[src/rtl/macro_fifo4_incr2_pkg.sv]
// Shared sizing for the 4-entry FWFT FIFO: pointer, depth and occupancy widths.
// Depth is fixed by the 2-bit pointer; occupancy needs one extra bit to reach 4.
package macro_fifo4_incr2_pkg;
    localparam int PTR_W = 2;
    localparam int DEPTH = 1 << PTR_W;
    localparam int CNT_W = PTR_W + 1;
endpackage

[src/rtl/macro_rom_incr2.sv]
// 2-bit unsigned increment ROM with carry-out; drop-in for "+1" on 2-bit fields.
// Purely combinational; carry is set only on the 3->0 wrap.
module macro_rom_incr2 (
    input  logic [1:0] d,
    output logic [1:0] q,
    output logic       c
);
    always_comb begin
        q = 2'd0;
        c = 1'b0;
        case (d)
            2'd0: begin q = 2'd1; c = 1'b0; end
            2'd1: begin q = 2'd2; c = 1'b0; end
            2'd2: begin q = 2'd3; c = 1'b0; end
            2'd3: begin q = 2'd0; c = 1'b1; end
            default: begin q = 2'd0; c = 1'b0; end
        endcase
    end
endmodule

[src/rtl/macro_fifo4_incr2.sv]
// 4-entry single-clock first-word-fall-through FIFO; rdata is the head, combinational from storage.
// Push visible one cycle after its edge; wready/rvalid depend on registers only, never on wen/ren.
module macro_fifo4_incr2
    import macro_fifo4_incr2_pkg::*;
#(
    parameter int WIDTH = 8
) (
    input  logic             clk,
    input  logic             reset,
    input  logic             wen,
    input  logic [WIDTH-1:0] wdata,
    output logic             wready,
    input  logic             ren,
    output logic             rvalid,
    output logic [WIDTH-1:0] rdata,
    output logic [CNT_W-1:0] count
);
    logic [PTR_W-1:0] r_wptr;
    logic             r_wwrap;
    logic [PTR_W-1:0] r_rptr;
    logic             r_rwrap;
    logic [WIDTH-1:0] r_mem [DEPTH];

    logic [PTR_W-1:0] w_wptr_nxt;
    logic             w_wptr_c;
    logic [PTR_W-1:0] w_rptr_nxt;
    logic             w_rptr_c;
    logic             w_ptr_eq;
    logic             w_full;
    logic             w_empty;
    logic             w_push;
    logic             w_pop;

    macro_rom_incr2 u_wptr_incr (
        .d (r_wptr),
        .q (w_wptr_nxt),
        .c (w_wptr_c)
    );

    macro_rom_incr2 u_rptr_incr (
        .d (r_rptr),
        .q (w_rptr_nxt),
        .c (w_rptr_c)
    );

    // Equal indices mean empty or full; the wrap bits tell the two apart.
    assign w_ptr_eq = (r_wptr == r_rptr);
    assign w_empty  = w_ptr_eq && (r_wwrap == r_rwrap);
    assign w_full   = w_ptr_eq && (r_wwrap != r_rwrap);

    assign w_push = wen && !w_full;
    assign w_pop  = ren && !w_empty;

    assign wready = !w_full;
    assign rvalid = !w_empty;
    assign rdata  = r_mem[r_rptr];
    assign count  = {r_wwrap ^ r_rwrap, r_wptr} - {1'b0, r_rptr};

    always_ff @(posedge clk or posedge reset) begin
        if (reset) begin
            r_wptr  <= '0;
            r_wwrap <= 1'b0;
        end else if (w_push) begin
            r_wptr  <= w_wptr_nxt;
            r_wwrap <= r_wwrap ^ w_wptr_c;
        end
    end

    always_ff @(posedge clk or posedge reset) begin
        if (reset) begin
            r_rptr  <= '0;
            r_rwrap <= 1'b0;
        end else if (w_pop) begin
            r_rptr  <= w_rptr_nxt;
            r_rwrap <= r_rwrap ^ w_rptr_c;
        end
    end

    // Storage is not cleared on pop; only reset zeroes it so rdata is defined when empty.
    always_ff @(posedge clk or posedge reset) begin
        if (reset) begin
            for (int i = 0; i < DEPTH; i++) begin
                r_mem[i] <= '0;
            end
        end else if (w_push) begin
            r_mem[r_wptr] <= wdata;
        end
    end
endmodule

[config.mk]
export PLATFORM = sky130hd
export DESIGN_NAME = macro_fifo4_incr2
export DESIGN_NICKNAME = d
export VERILOG_FILES = /design/src/rtl/macro_fifo4_incr2_pkg.sv /design/src/rtl/macro_rom_incr2.sv /design/src/rtl/macro_fifo4_incr2.sv
export SDC_FILE = /design/constraint.sdc
export NUM_CORES = 1
export LEC_CHECK = 0
export ABC_AREA = 1
export BUFFER_PORTS_ARGS = -buffer_cell sky130_fd_sc_hd__buf_2
export CAP_MARGIN = 20
export CORE_MARGIN = 4
export CORE_UTILIZATION = 50
export DETAILED_ROUTE_END_ITERATION = 7
export PLACE_DENSITY = 0.68
export SLEW_MARGIN = 20
export SYNTH_ARGS = -nofsm -noshare
export SYNTH_HDL_FRONTEND = slang
export SYNTH_SLANG_ARGS = --single-unit
[constraint.sdc]
create_clock -name clk -period 2 [get_ports clk]
set_input_delay 0 -clock clk [delete_from_list [all_inputs] [get_ports clk]]
set_output_delay 0 -clock clk [all_outputs]
set_load 0.02 [all_outputs]
Word-level counts from Yosys, hierarchy flattened
Cells that the tools add are included.
W data, S select, Z words.

cells by class
  bitwise logic cells = 5
  reduce and logical (&&, ||, !) cells = 11
  equality and inequality tests = 9
  multiplexer cells = 10
  $add $sub $neg = 1
  magnitude comparators = 3

operators with widths
  operator              number
  $bwmux W32            1
  $mux W8               3
  $bmux W8 S2           1
  $demux W8 S2          1
  $pmux W2 S4           2
  $eq A2 B2 Y1 const B  4
  $ge A3 B3 Y1 const B  2
  $not A2 Y3            2
  $reduce_or A3 Y1      2
  $logic_and A1 B1 Y1   5
  $eq A2 B1 Y1 const B  2
  $logic_not A2 Y1      2
  $pmux W1 S2           2
  $lt A3 B1 Y1 const B  1
  $sub A3 B2 Y3         1
  $xor A1 B1 Y1         3
  $eq A2 B2 Y1          1
  $logic_not A1 Y1      2
  $eq A1 B1 Y1          1
  $ne A1 B1 Y1          1

storage, ports and cells
  bits of input ports = 12
  register bits after elaboration = 38
  word-level logic and storage cells = 47
  output and inout port bits = 13

Depth between registers and ports, before layout
Gate-level depths: netlist (run 1).

  depth in word-level cells = 6
  gate-level depth with buffers = 10
  gate-level depth less buffers = 8

By module
From an unflattened synthesis (run 1), not the netlist that was laid out.

unflattened totals
  cells, all modules = 252
  area total of the unflattened synthesis = 2,090.8 um2

modules (own cells, without submodules)
  module             area each (um2)  sequential area each (um2)  cells each  instances
  macro_fifo4_incr2  1,978.1          950.9                       236         1
  macro_rom_incr2    56.3             0.0                         8           2

Worst setup path after synthesis (run 1)
Ideal clock, no wire load.

  path type = reg-to-reg
  start = register r_rptr[1]
  end = register r_mem[11] in the netlist's numbering
  arrival = 1,650 ps
  buffers on the path = 3
  library setup time = 118 ps
  clock period less this slack = 1,768 ps
  cell stages (with the launch flop) = 11
  required time = 1,882 ps
  path slack = 232 ps
  path through = dfrtp_1 -> clkbuf_1 -> inv_1 -> ha_1 -> nand2_1 -> inv_1 -> nand3_2 -> buf_6 -> buf_8 -> nand4_1 -> nand2_1

on the way
  word-level cells in the longest chain between the ends = 4

ends and longest elaborated chain
  what                            line                     text
  start: declaration              macro_fifo4_incr2.sv:20  logic [PTR_W-1:0] r_rptr;
  start signal: assignment        macro_fifo4_incr2.sv:74  r_rptr <= w_rptr_nxt;
  $eq A2 B2 Y1                    macro_fifo4_incr2.sv:47  assign w_ptr_eq = (r_wptr == r_rptr);
  $logic_and A1 B1 Y1             macro_fifo4_incr2.sv:49  assign w_full = w_ptr_eq && (r_wwrap != r_rwrap);
  $logic_not A1 Y1                n/a
  via wready                      macro_fifo4_incr2.sv:12  output logic wready,
  $logic_and A1 B1 Y1             macro_fifo4_incr2.sv:51  assign w_push = wen && !w_full;
  end signal: indexed assignment  macro_fifo4_incr2.sv:86  r_mem[r_wptr] <= wdata;
  end: declaration                macro_fifo4_incr2.sv:22  logic [WIDTH-1:0] r_mem [DEPTH];

The timed path passes the listed nets, and every way through them passes these cells.
A chain may end at the register's enable or synchronous reset.

Worst setup path in the final report (run 1)
  start = register r_wptr[0]
  end = register r_mem[31] in the netlist's numbering

on the way
  word-level cells in the longest chain between the ends = 6
  elaborated cells between the ends (all ways) = 11
  those cells by class = order compare: 2; eq/ne: 1; mux: 3; bitwise: 1; reduce/logical: 4

ends and longest elaborated chain
  what                                                                       line                     text
  start: declaration                                                         macro_fifo4_incr2.sv:18  logic [PTR_W-1:0] r_wptr;
  start signal: assignment                                                   macro_fifo4_incr2.sv:64  r_wptr <= w_wptr_nxt;
  $not A2 Y3 (implied by the code)                                           macro_fifo4_incr2.sv:86
  $ge A3 B3 Y1 (implied by the code) / $lt A3 B1 Y1 (equally long branches)  macro_fifo4_incr2.sv:86
  $logic_and A1 B1 Y1 (implied by the code)                                  macro_fifo4_incr2.sv:86
  $mux W8 (implied by the code)                                              macro_fifo4_incr2.sv:86
  $demux W8 S2                                                               macro_fifo4_incr2.sv:86
  $bwmux W32                                                                 macro_fifo4_incr2.sv:86

Several ways; a longest one is shown, not always the timed one.

==> results of run 1 <==
==> power breakdown <==
part	internal [mW]	switching, mW	leakage [nW]	total [mW]
Sequential	1.13	0.219	0.476	1.34
Combinational	0.820	1.57	0.725	2.39
Clock	0.277	0.281	0.0472	0.558
==> worst paths after layout <==
| check | slack [ps] | to | cells after the start |
|---|---|---|---|
| min in group asynchronous | 370 | r_mem[1] | 4 |
| max | 170 | r_mem[31] | 8 |
| min | 8 | r_mem[27] | 3 |
| max in group asynchronous | 1300 | r_mem[15] | 4 |
| max reg2reg | 170 | r_mem[31] | 8 |
| min reg2reg | 470 | r_mem[20] | 2 |
==> synthesized netlist by cell type, drive strengths merged <==
cell type / instances
o21ai: 17
xor2: 1
or2: 1
clkbuf: 3
inv: 10
fa: 1
dfrtp: 38
o22ai: 8
xnor2: 1
buf: 13
ha: 10
nor2: 17
nand2: 82
nand3: 9
nand4: 33
==> worst max-delay path, cell delays in order, from the launching register on <==
cell and delay, ps:
dfrtp_1 400, inv_1 110, ha_1 320, nand2_1 70, inv_1 50, nand3_2 190, nand3_1 370, nand2_1 160
nand2_1 60
==> cells by family (layout without fill, tap and decap cells) <==
logic type / Yosys count / count (layout) / synth area share (%)
XOR/XNOR: 2 / 2 / 0.8564
AO/OA/AOI/OAI: 25 / 25 / 6.606
flip-flops: 38 / 38 / 46.48
AND/OR/NAND/NOR: 142 / 142 / 31.62
buffers and inverters: 26 / 60 / 7.339
adder cells (fa/ha/maj): 11 / 11 / 7.095
==> layout make-up <==
class                   instances  area (um^2)  share of cell area (%)
well taps                      48        60.06                   2.544
repair buffers                 42        272.8                   11.55
inverters                      10        37.54                   1.590
multi-input cells             180        944.7                   40.01
flip-flops and latches         38        950.9                   40.28
clock buffers                   6        82.58                   3.498
clock inverters                 2        12.51                  0.5299
==> flip-flops by register name, indices dropped and copies added, names as in the netlist <==
name     flops
r_mem       32
r_wptr       2
r_rwrap      1
r_wwrap      1
r_rptr       2
==> routing by layer <==
metal / track usage (%) / vias up / wire (um)
met5: 0 / - / 0
met4: 3.549 / 0 / 31
met3: 5.263 / 4 / 310
met2: 31.53 / 55 / 2372
met1: 30.31 / 864 / 2337
li1: - / 891 / -
==> through the flow <==
| stage | power (mW) | cell area (um^2) | worst slack [ps] | hold WS (ps) |
|---|---|---|---|---|
| after floorplan | 3.102 | 2046 | 232.0 | 144.6 |
| after global placement | 3.707 | 2196 | 234.1 | 145.9 |
| after detailed placement | 3.735 | 2196 | 186.3 | 143.3 |
| after CTS | 4.302 | 2361 | 173.1 | 4.312 |
| after global routing | 4.674 | 2361 | 0.5791 | 8.693 |
| final | 4.289 | 2361 | 169.3 | 7.579 |
==> metrics.md, run 1 <==
| Metric | Value |
|---|---|
| Status | `finished clean` |
| Min-delay worst type | `in -> reg` |
| Die Area | `about 0.0052 mm^2` |
| Main area contributors after synthesis | `dfrtp_1, nand2_1, nand4_1` |
| VDD IR max | `1113 uV` |
| Setup TNS | `0 ps` |
| Static leakage | `1.248 nW` |
| Worst reg2reg path startpoint | `r_wptr[0]` |
| Die W | `71.97 um` |
| Slew headroom | `about two thirds` |
| Fin crit period | `between 1500 and 2000 ps` |
| Number of synthesized register bits | `38` |
| Max Cap Viol | `0` |
| Setup crit start | `r_wptr[0]` |
| Core Region | `around 0.0038 mm^2` |
| Drt total wl | `approximately 5.1 mm` |
| Fin crit share | `between 90 and 100%` |
| Worst setup EP type | `flop` |
| CTS tree | `built` |
| Placed insts | `311` |
| Layout cell share with drive strength beyond 1 | `between 15 and 20%` |
| Diode count | `0` |
| Antenna violations before repair | `0` |
| Unrepaired setup endpoints after global routing | `no` |
| Power per Cell Area | `about 1800 mW/mm^2` |
| Vias in the first global route | `approximately 1600` |
| CP Launch Type | `flop` |
| Net Count, Synth | `267` |
| WS Path Type | `reg -> reg` |
| I/O pin count | `25` |
| DRC Markers | `0` |
| Clock skew | `slightly below 9 ps` |
| Post-Syn Instances | `244` |
| Critical path data arrival time | `2000 ps` |
| Commonest non-fill, non-tap cell in the layout | `nand2_1` |
| Synth unique cells | `20` |
| Hpwl dp | `3.369 mm` |
| Clock Path Buffers | `2` |
| Post-CTS setup buffers | `0` |
| Final core occ | `62.15%` |
| Slew Limit Fails | `0` |
| Final Net Count | `300` |
| Cell area after synthesis | `roughly 0.002 mm^2` |
| Cts hold-fix bufs | `7` |
| H-tree depth | `2` |
| Hold Vio Cnt, Final | `0` |
| Worst-path clk slew | `around 80 ps` |
| Clk Latency, worst-skew pair | `290 ps` |
| Req. time, crit path | `2170 ps` |
| Yosys top cell area share | `a little under half` |
| Vias per std cell | `~5.6` |
| Slew @ Worst Pin | `approximately 480 ps` |
| FMAX | `between 500 and 600 MHz` |
| Initial core utilization | `53.85%` |
| Hold Startpoint | `wdata[3]` |
| Sinks on the clock net | `38` |
| Via count | `approximately 1800` |
| Fin cells | `between 300 and 400` |
| Syn avg cell area | `about 8.4 um^2` |
| First-pass GRT wire length | `8.349 mm` |
| Post-DRT Antenna Nets | `0` |
| Final setup vio count | `0` |
| Chip Height | `a little over 70 um` |
| Largest net degree at the start of global routing | `39` |
| DR iter-0 viols | `between 150 and 200` |
| Crit-path max FO | `12` |
| Post_cts resized | `0` |
| Post-synthesis sequential area ratio | `between 40% and 50%` |
| Routed length per instance | `15.49 um` |
| Std-Cell Rows | `22` |
| Drt first pass iters | `4` |
| Num CTS Buffers | `5` |
| Root Buffer | `clkbuf_8` |
| Fillers | `336` |
| Global Route Usage Sum | `slightly above 20%` |
| Syn. warnings | `0` |
| Gpl congestion | `0.7703` |
| Count of input and output buffers | `24` |
| Cell taking the most area after synthesis | `dfrtp_1` |
| Gr ovfl total | `0` |
| Area grow syn2layout | `15.41%` |
| Commonest non-fill, non-tap cells in the layout | `nand2_1, dfrtp_1, nand4_1` |
(Power assumes the default switching activity.)
==> inputs of run 2 (changes only) <==
--- a/config.mk
+++ b/config.mk
@@ -5,13 +5,12 @@
 export SDC_FILE = /design/constraint.sdc
 export NUM_CORES = 1
 export LEC_CHECK = 0
-export ABC_AREA = 1
 export BUFFER_PORTS_ARGS = -buffer_cell sky130_fd_sc_hd__buf_2
 export CAP_MARGIN = 20
 export CORE_MARGIN = 4
 export CORE_UTILIZATION = 50
 export DETAILED_ROUTE_END_ITERATION = 7
-export PLACE_DENSITY = 0.68
+export PLACE_DENSITY = 0.69
 export SLEW_MARGIN = 20
 export SYNTH_ARGS = -nofsm -noshare
 export SYNTH_HDL_FRONTEND = slang
==> run 2 against run 1 <==
Net effect: via count down 35%; non-clock buffer count is 2 higher; design area about the same; largest cell class unchanged; total power increased by 5.8%; global-route usage decreased by 4.0 points; worst hold slack better by 12 ps; maximum frequency decreased by 2.8%; sequential power is 4% higher; combinational power is 4% higher; highest routed layer unchanged; routed wire length down 29%.
==> metrics.md, run 2 <==
| Metric | Value |
|---|---|
| Drt first pass iters | `4 (unchanged)` |
| VDD IR max | `854.8 uV (was 1113 uV)` |
| CP Launch Type | `flop (unchanged)` |
| Post-DRT Antenna Nets | `0 (unchanged)` |
| Hpwl dp | `2.619 mm (was 3.369 mm)` |
| Buf/Inv on CP | `1 (was 2)` |
| Max stage delay on crit path | `390 ps (was 400 ps)` |
| Initial core utilization | `51.37% (was 53.85%)` |
| Worst-path clk slew | `70 ps (was 80 ps)` |
| Yosys top cell area share | `50.57% (was 46.48%)` |
| Setup crit start | `r_wptr[0] (unchanged)` |
| Chip Height | `69.33 um (was 71.97 um)` |
| Commonest non-fill, non-tap cell in the layout | `dfrtp_1 (was nand2_1)` |
| Routed length per instance | `15.83 um (was 15.49 um)` |
| Num CTS Buffers | `5 (unchanged)` |
| Delay-heaviest family, CP | `flip-flops (was simple AND/OR/NAND/NOR gates)` |
| Gr busiest metal | `met2 (unchanged)` |
| Commonest non-fill, non-tap cells in the layout | `dfrtp_1, mux2_2, buf_2 (was nand2_1, dfrtp_1, nand4_1)` |
| Fillers | `277 (was 336)` |
| WS Path Type | `reg -> reg (unchanged)` |
| H-tree depth | `2 (unchanged)` |
| Fin crit share | `94.20% (was 91.54%)` |
| I/O pin count | `25 (unchanged)` |
| Die Area | `0.004806 mm^2 (was 0.005179 mm^2)` |
| Die W | `69.33 um (was 71.97 um)` |
| Final Net Count | `200 (was 300)` |
| DRC Markers | `0 (unchanged)` |
| GRT met2 Usage | `27.22% (was 31.53%)` |
| Synth unique cells | `20 (unchanged)` |
| Global Route Usage Sum | `16.73% (was 20.70%)` |
| Synth Flop Type | `dfrtp_1 (unchanged)` |
| Slew @ Worst Pin | `579.4 ps (was 476.5 ps)` |
| CTS tree | `built (unchanged)` |
| Status | `finished clean (unchanged)` |
| Gpl congestion | `0.8717 (was 0.7703)` |
| Std-Cell Rows | `22 (unchanged)` |
| Clk Latency, worst-skew pair | `280 ps (was 290 ps)` |
| Reg with most FFs | `r_mem (unchanged)` |
| Req. time, crit path | `2170 ps (about the same)` |
| Core Region | `0.003661 mm^2 (was 0.003799 mm^2)` |
| Clock Path Buffers | `2 (unchanged)` |
| Design Power | `4.537 mW (was 4.289 mW)` |
| Syn avg cell area | `14.58 um^2 (was 8.384 um^2)` |
| Slowest cell on crit path | `dfrtp_1 (unchanged)` |
| Post-synthesis sequential area ratio | `50.57% (was 46.48%)` |
| Worst setup EP type | `flop (unchanged)` |
| Syn. warnings | `0 (unchanged)` |
| Clock skew | `4.477 ps (was 8.749 ps)` |
| Cell taking the most area after synthesis | `dfrtp_1 (unchanged)` |
| Cell area after synthesis | `0.001881 mm^2 (was 0.002046 mm^2)` |
| Drt total wl | `3.561 mm (was 5.051 mm)` |
| Hold Vio Cnt, Final | `0 (unchanged)` |
| Hold Startpoint | `wdata[5] (was wdata[3])` |
| DR iter-0 viols | `52 (was 164)` |
| Count of input and output buffers | `24 (unchanged)` |
| Main area contributors after synthesis | `dfrtp_1, mux2_2, mux4_2 (was dfrtp_1, nand2_1, nand4_1)` |
| Vias in the first global route | `1318 (was 1629)` |
| Cell Chain, Critical Path | `inv_1 -> ha_1 -> and2_1 -> a21oi_4 -> mux2_2 (was inv_1 -> ha_1 -> nand2_1 -> inv_1 -> nand3_2 -> nand3_1 -> nand2_1 -> nand2_1)` |
| Crit-path max FO | `8 (was 12)` |
| Slew Limit Fails | `0 (unchanged)` |
| Critical path data arrival time | `2050 ps (was 2000 ps)` |
| Net Count, Synth | `152 (was 267)` |
| Slew headroom | `61.34% (was 68.23%)` |
| First-pass GRT wire length | `6.451 mm (was 8.349 mm)` |
| Static leakage | `1.068 nW (was 1.248 nW)` |
| Max Cap Viol | `0 (unchanged)` |
| Area grow syn2layout | `25.48% (was 15.41%)` |
| Post-Syn Instances | `129 (was 244)` |
| Power per Cell Area | `1923 mW/mm^2 (was 1817 mW/mm^2)` |
| Gr ovfl total | `0 (unchanged)` |
| Setup TNS | `0 ps (unchanged)` |
| Number of synthesized register bits | `38 (unchanged)` |
| Layout cell share with drive strength beyond 1 | `50.85% (was 16.91%)` |
| FMAX | `530.8 MHz (was 546.2 MHz)` |
| Vias per std cell | `5.209 (was 5.564)` |
| Ys async rst share | `100.0% (unchanged)` |
| Post-synth top cells | `dfrtp_1, mux2_2, ha_1 (was nand2_1, dfrtp_1, nand4_1)` |
| Diode count | `0 (unchanged)` |
| Fin crit period | `1884 ps (was 1831 ps)` |
| Biggest regs | `r_mem (32), r_rptr (2), r_wptr (2) (unchanged)` |
| Min-delay worst type | `in -> reg (unchanged)` |
| Largest register FFs | `32 (unchanged)` |
| Most common cell in the synthesized netlist | `dfrtp_1 (was nand2_1)` |
| GR Layer Usage met1 | `22.50% (was 30.31%)` |
| Root Buffer | `clkbuf_8 (unchanged)` |
| Unrepaired setup endpoints after global routing | `no (unchanged)` |
| Via count | `1172 (was 1814)` |
| Largest net degree at the start of global routing | `39 (unchanged)` |
| Sinks on the clock net | `38 (unchanged)` |
| Antenna violations before repair | `0 (unchanged)` |
| Routing usage on met3 | `3.478% (was 5.263%)` |
| Final setup vio count | `0 (unchanged)` |
| Post-synth EDFFs | `0 (unchanged)` |
| Worst reg2reg path startpoint | `r_wptr[0] (unchanged)` |
run 2: cell types whose count changed after synthesis, sizes merged, moves of 11 or more:
cell | before | now
buf | 13 | 2
o21ai | 17 | 2
nor2 | 17 | 3
nand2 | 82 | 8
nand4 | 33 | 0
mux2 | 0 | 34
run 2: cell type report:
class	instances	area (um^2)	share of cell area, %
inverter	7	26.28	1.113
clock buffer	6	82.58	3.499
tap	48	60.06	2.545
timing repair buffer	44	290.3	12.30
sequential	38	950.9	40.30
clock inverter	1	30.03	1.273
multi-input combinational	81	919.6	38.97
run 2: worst paths after layout:
kind | endpoint | slack (ps) | depth (start not counted)
min in group asynchronous | r_mem[7] | 370 | 4
worst min register to register | r_mem[4] | 500 | 1
worst max register to register | r_mem[18] | 120 | 5
max in group asynchronous | r_mem[29] | 1310 | 4
worst max-delay path | r_mem[18] | 120 | 5
worst min-delay path | r_mem[5] | 20 | 2
run 2: logic make-up after synthesis:
family	synth area share, %
flops	50.57
compound gates	3.460
simple gates	3.327
fa+ha+maj	7.718
xor+xnor	1.797
mux	31.00
buf+inv	2.129
run 2: where the power goes:
group	internal (mW)	total, mW	leakage, nW	switching [mW]
combinational	1.20	2.48	0.559	1.28
sequential	1.17	1.40	0.451	0.234
clock	0.399	0.653	0.0573	0.254
run 2: routing by layer:
layer | vias up | wire length (um)
li1 | 550 | -
met1 | 596 | 1627
met2 | 21 | 1769
met3 | 5 | 126
met4 | 0 | 38
met5 | - | 0
run 2: repair_timing:
item / 4_1_cts / 5_1_grt
setup buffers: 0 / 2
resized for setup: 0 / 0
hold buffers: 8 / 0
setup endpoints to repair: 0 / 10
endpoints found under the hold margin: 65 / 0
run 2: through the flow:
stage / utilization, % / setup WS, ps / hold WS [ps] / instances / cell area (um^2)
finish: 64.46 / 115.9 / 19.08 / 225 / 2360
CTS: 64.05 / 16.19 / 10.57 / 223 / 2345
global route: 64.46 / 3.004 / 13.31 / 225 / 2360
floorplan: - / 30.24 / 151.7 / 129 / 1917
global placement: 58.78 / 120.5 / 127.5 / 208 / 2152
detailed placement: 58.78 / 24.52 / 136.7 / 208 / 2152
==> inputs of run 3 (changes only) <==
==> constraint.sdc (replaced) <==
create_clock -name clk -period 2 [get_ports clk]
set_input_delay 0.4 -clock clk [delete_from_list [all_inputs] [get_ports clk]]
set_output_delay 0.4 -clock clk [all_outputs]
set_load 0.02 [all_outputs]
==> run 3 against run 2 <==
Net effect: maximum frequency shrank 4.4%; core utilization decreased by 2.5 points; non-clock buffer count is 11 lower; routed wire length grew 0.11%; critical path depth decreased by 1; design area fell by 3.9%; sequential cell count did not move; highest routed layer unchanged.
==> metrics.md, run 3 (same netlist as run 2, synthesis figures left out) <==
| Metric | Value |
|---|---|
| Clock Path Buffers | `2 (unchanged)` |
| Drt first pass iters | `4 (unchanged)` |
| Fin crit period | `1971 ps (was 1884 ps)` |
| Hold Vio Cnt, Final | `0 (unchanged)` |
| Cts hold-fix bufs | `0 (was 8)` |
| Worst setup EP type | `output port (was flop)` |
| Gpl congestion | `0.8085 (was 0.8717)` |
| Diode count | `0 (unchanged)` |
| Hpwl dp | `2.583 mm (was 2.619 mm)` |
| Met3 Routed Length | `142 um (was 126 um)` |
| FMAX | `507.4 MHz (was 530.8 MHz)` |
| Slew @ Worst Pin | `468.5 ps (was 579.4 ps)` |
| Req. time, crit path | `1600 ps (was 2170 ps)` |
| Initial core utilization | `51.37% (unchanged)` |
| Slew Limit Fails | `0 (unchanged)` |
| Drt total wl | `3.565 mm (was 3.561 mm)` |
| Register area | `952.2 um^2 (was 950.9 um^2)` |
| Vias per std cell | `5.460 (was 5.209)` |
| Placement Setup Slack | `-5.402 ps (was 24.52 ps)` |
| Cell Chain, Critical Path | `ha_2 -> fa_2 -> inv_2 -> buf_6 (was inv_1 -> ha_1 -> and2_1 -> a21oi_4 -> mux2_2)` |
| Commonest non-fill, non-tap cell in the layout | `dfrtp_1 (unchanged)` |
| Max Cap Viol | `0 (unchanged)` |
| Worst reg2reg path startpoint | `r_wptr[1] (was r_wptr[0])` |
| Chip Height | `69.33 um (unchanged)` |
| Area grow syn2layout | `20.63% (was 25.48%)` |
| Critical path data arrival time | `1570 ps (was 2050 ps)` |
| Std-Cell Rows | `22 (unchanged)` |
| Min-delay worst type | `in -> async (was in -> reg)` |
| Met2 routed WL | `1.852 mm (was 1.769 mm)` |
| Fillers | `285 (was 277)` |
| Final Net Count | `189 (was 200)` |
| H-tree depth | `2 (unchanged)` |
| Root Buffer | `clkbuf_8 (unchanged)` |
| Global Route Usage Sum | `16.54% (was 16.73%)` |
| Setup crit start | `r_rptr[0] (was r_wptr[0])` |
| I/O pin count | `25 (unchanged)` |
| CTS tree | `built (unchanged)` |
| Largest net degree at the start of global routing | `39 (unchanged)` |
| First-pass GRT wire length | `6.210 mm (was 6.451 mm)` |
| Status | `finished clean (unchanged)` |
| Top sig layer | `met4 (unchanged)` |
| Count of input and output buffers | `24 (unchanged)` |
| Routed length per instance | `16.58 um (was 15.83 um)` |
| Num CTS Buffers | `5 (unchanged)` |
| Sinks on the clock net | `38 (unchanged)` |
| Slew headroom | `68.77% (was 61.34%)` |
| Clk Latency, worst-skew pair | `290 ps (was 280 ps)` |
| Area of the multi-input gates | `934.6 um^2 (was 919.6 um^2)` |
| Fin crit share | `98.55% (was 94.20%)` |
| Antenna violations before repair | `0 (unchanged)` |
| Die Area | `0.004806 mm^2 (unchanged)` |
| Layout cell share with drive strength beyond 1 | `56.89% (was 50.85%)` |
| Core Region | `0.003661 mm^2 (unchanged)` |
| Post-Route M1 WL | `1.518 mm (was 1.627 mm)` |
| Commonest non-fill, non-tap cells in the layout | `dfrtp_1, mux2_2, buf_2 (unchanged)` |
| Crit-path max FO | `2 (was 8)` |
| Biggest regs | `r_mem (32), r_rptr (2), r_wptr (2) (unchanged)` |
| Slowest cell on crit path | `fa_2 (was dfrtp_1)` |
| Worst-path clk slew | `70 ps (about the same)` |
| Gr ovfl total | `0 (unchanged)` |
| Clock skew | `3.163 ps (was 4.477 ps)` |
| DR iter-0 viols | `36 (was 52)` |
| WS Path Type | `reg -> out (was reg -> reg)` |
| Final setup vio count | `0 (unchanged)` |
| Via count | `1174 (was 1172)` |
| Vias in the first global route | `1301 (was 1318)` |
| DRC Markers | `0 (unchanged)` |
| Unrepaired setup endpoints after global routing | `yes (was no)` |
| CP Launch Type | `flop (unchanged)` |
| Reg with most FFs | `r_mem (unchanged)` |
| Final critical-path setup slack | `29.02 ps (was 115.9 ps)` |
| Max stage delay on crit path | `530 ps (was 390 ps)` |
| Post-DRT Antenna Nets | `0 (unchanged)` |
| Die W | `69.33 um (unchanged)` |
| Largest register FFs | `32 (unchanged)` |
-- run 3: cell count changes in the layout (fill, tap and decap cells not counted), moves of 2 or more --
cell | previous run | this run
inv_2 | 0 | 3
inv_1 | 7 | 4
buf_6 | 0 | 3
buf_2 | 24 | 22
dlygate4sd3_1 | 8 | 0
buf_4 | 12 | 8
-- run 3: what timing repair did --
item / 4_1_cts / 5_1_grt
resized for setup: 6 / 8
setup endpoints to repair: 15 / 4
hold endpoints to repair: 0 / 0
setup buffers: 1 / 1
pin swaps: 1 / 2
-- run 3: stage by stage --
step / TNS, ps / util, % / cell area [um^2] / hold WS, ps / instances
final: 0 / 61.96 / 2268 / 203.0 / 215
after floorplan: 0 / - / 1917 / 475.2 / 129
after detailed placement: -12.55 / 58.17 / 2130 / 494.4 / 205
after CTS: -6.834 / 61.21 / 2241 / 219.4 / 214
after global routing: -52.86 / 61.96 / 2268 / 264.4 / 215
after global placement: 0 / 58.17 / 2130 / 483.3 / 205
-- run 3: layout make-up --
type,count,share of cell area (%)
Clock buffer,7,3.806
Multi-Input combinational cell,81,41.20
Timing Repair Buffer,33,8.991
Sequential cell,38,41.97
Tap cell,48,2.648
Inverter,7,1.158
Clock inverter,1,0.2206
-- run 3: final timing paths --
| check | slack [ps] | endpoint | depth (start not counted) |
|---|---|---|---|
| max | 30 | count[1] | 4 |
| min | 200 | r_mem[26] | 3 |
| max reg2reg | 180 | r_mem[10] | 4 |
| min reg2reg | 510 | r_mem[14] | 1 |
| max in group asynchronous | 1440 | r_wptr[1] | 3 |
| min in group clk | 380 | r_mem[23] | 2 |
-- run 3: routing by layer --
metal / up-vias / global-route usage (%)
met5: - / 0
met4: 0 / 7.592
met3: 6 / 4.203
met2: 22 / 27.44
met1: 613 / 20.21
li1: 533 / -
-- run 3: worst max-delay path: cells and delay by family, from the launching register on --
family	cells	cell delay, ps
fa+ha+maj	2	730
buf+inv	2	160
flops	1	410
Power of run 3 is not shown: default switching activity piles up to over one toggle a cycle in this logic, so the estimate is an artifact.
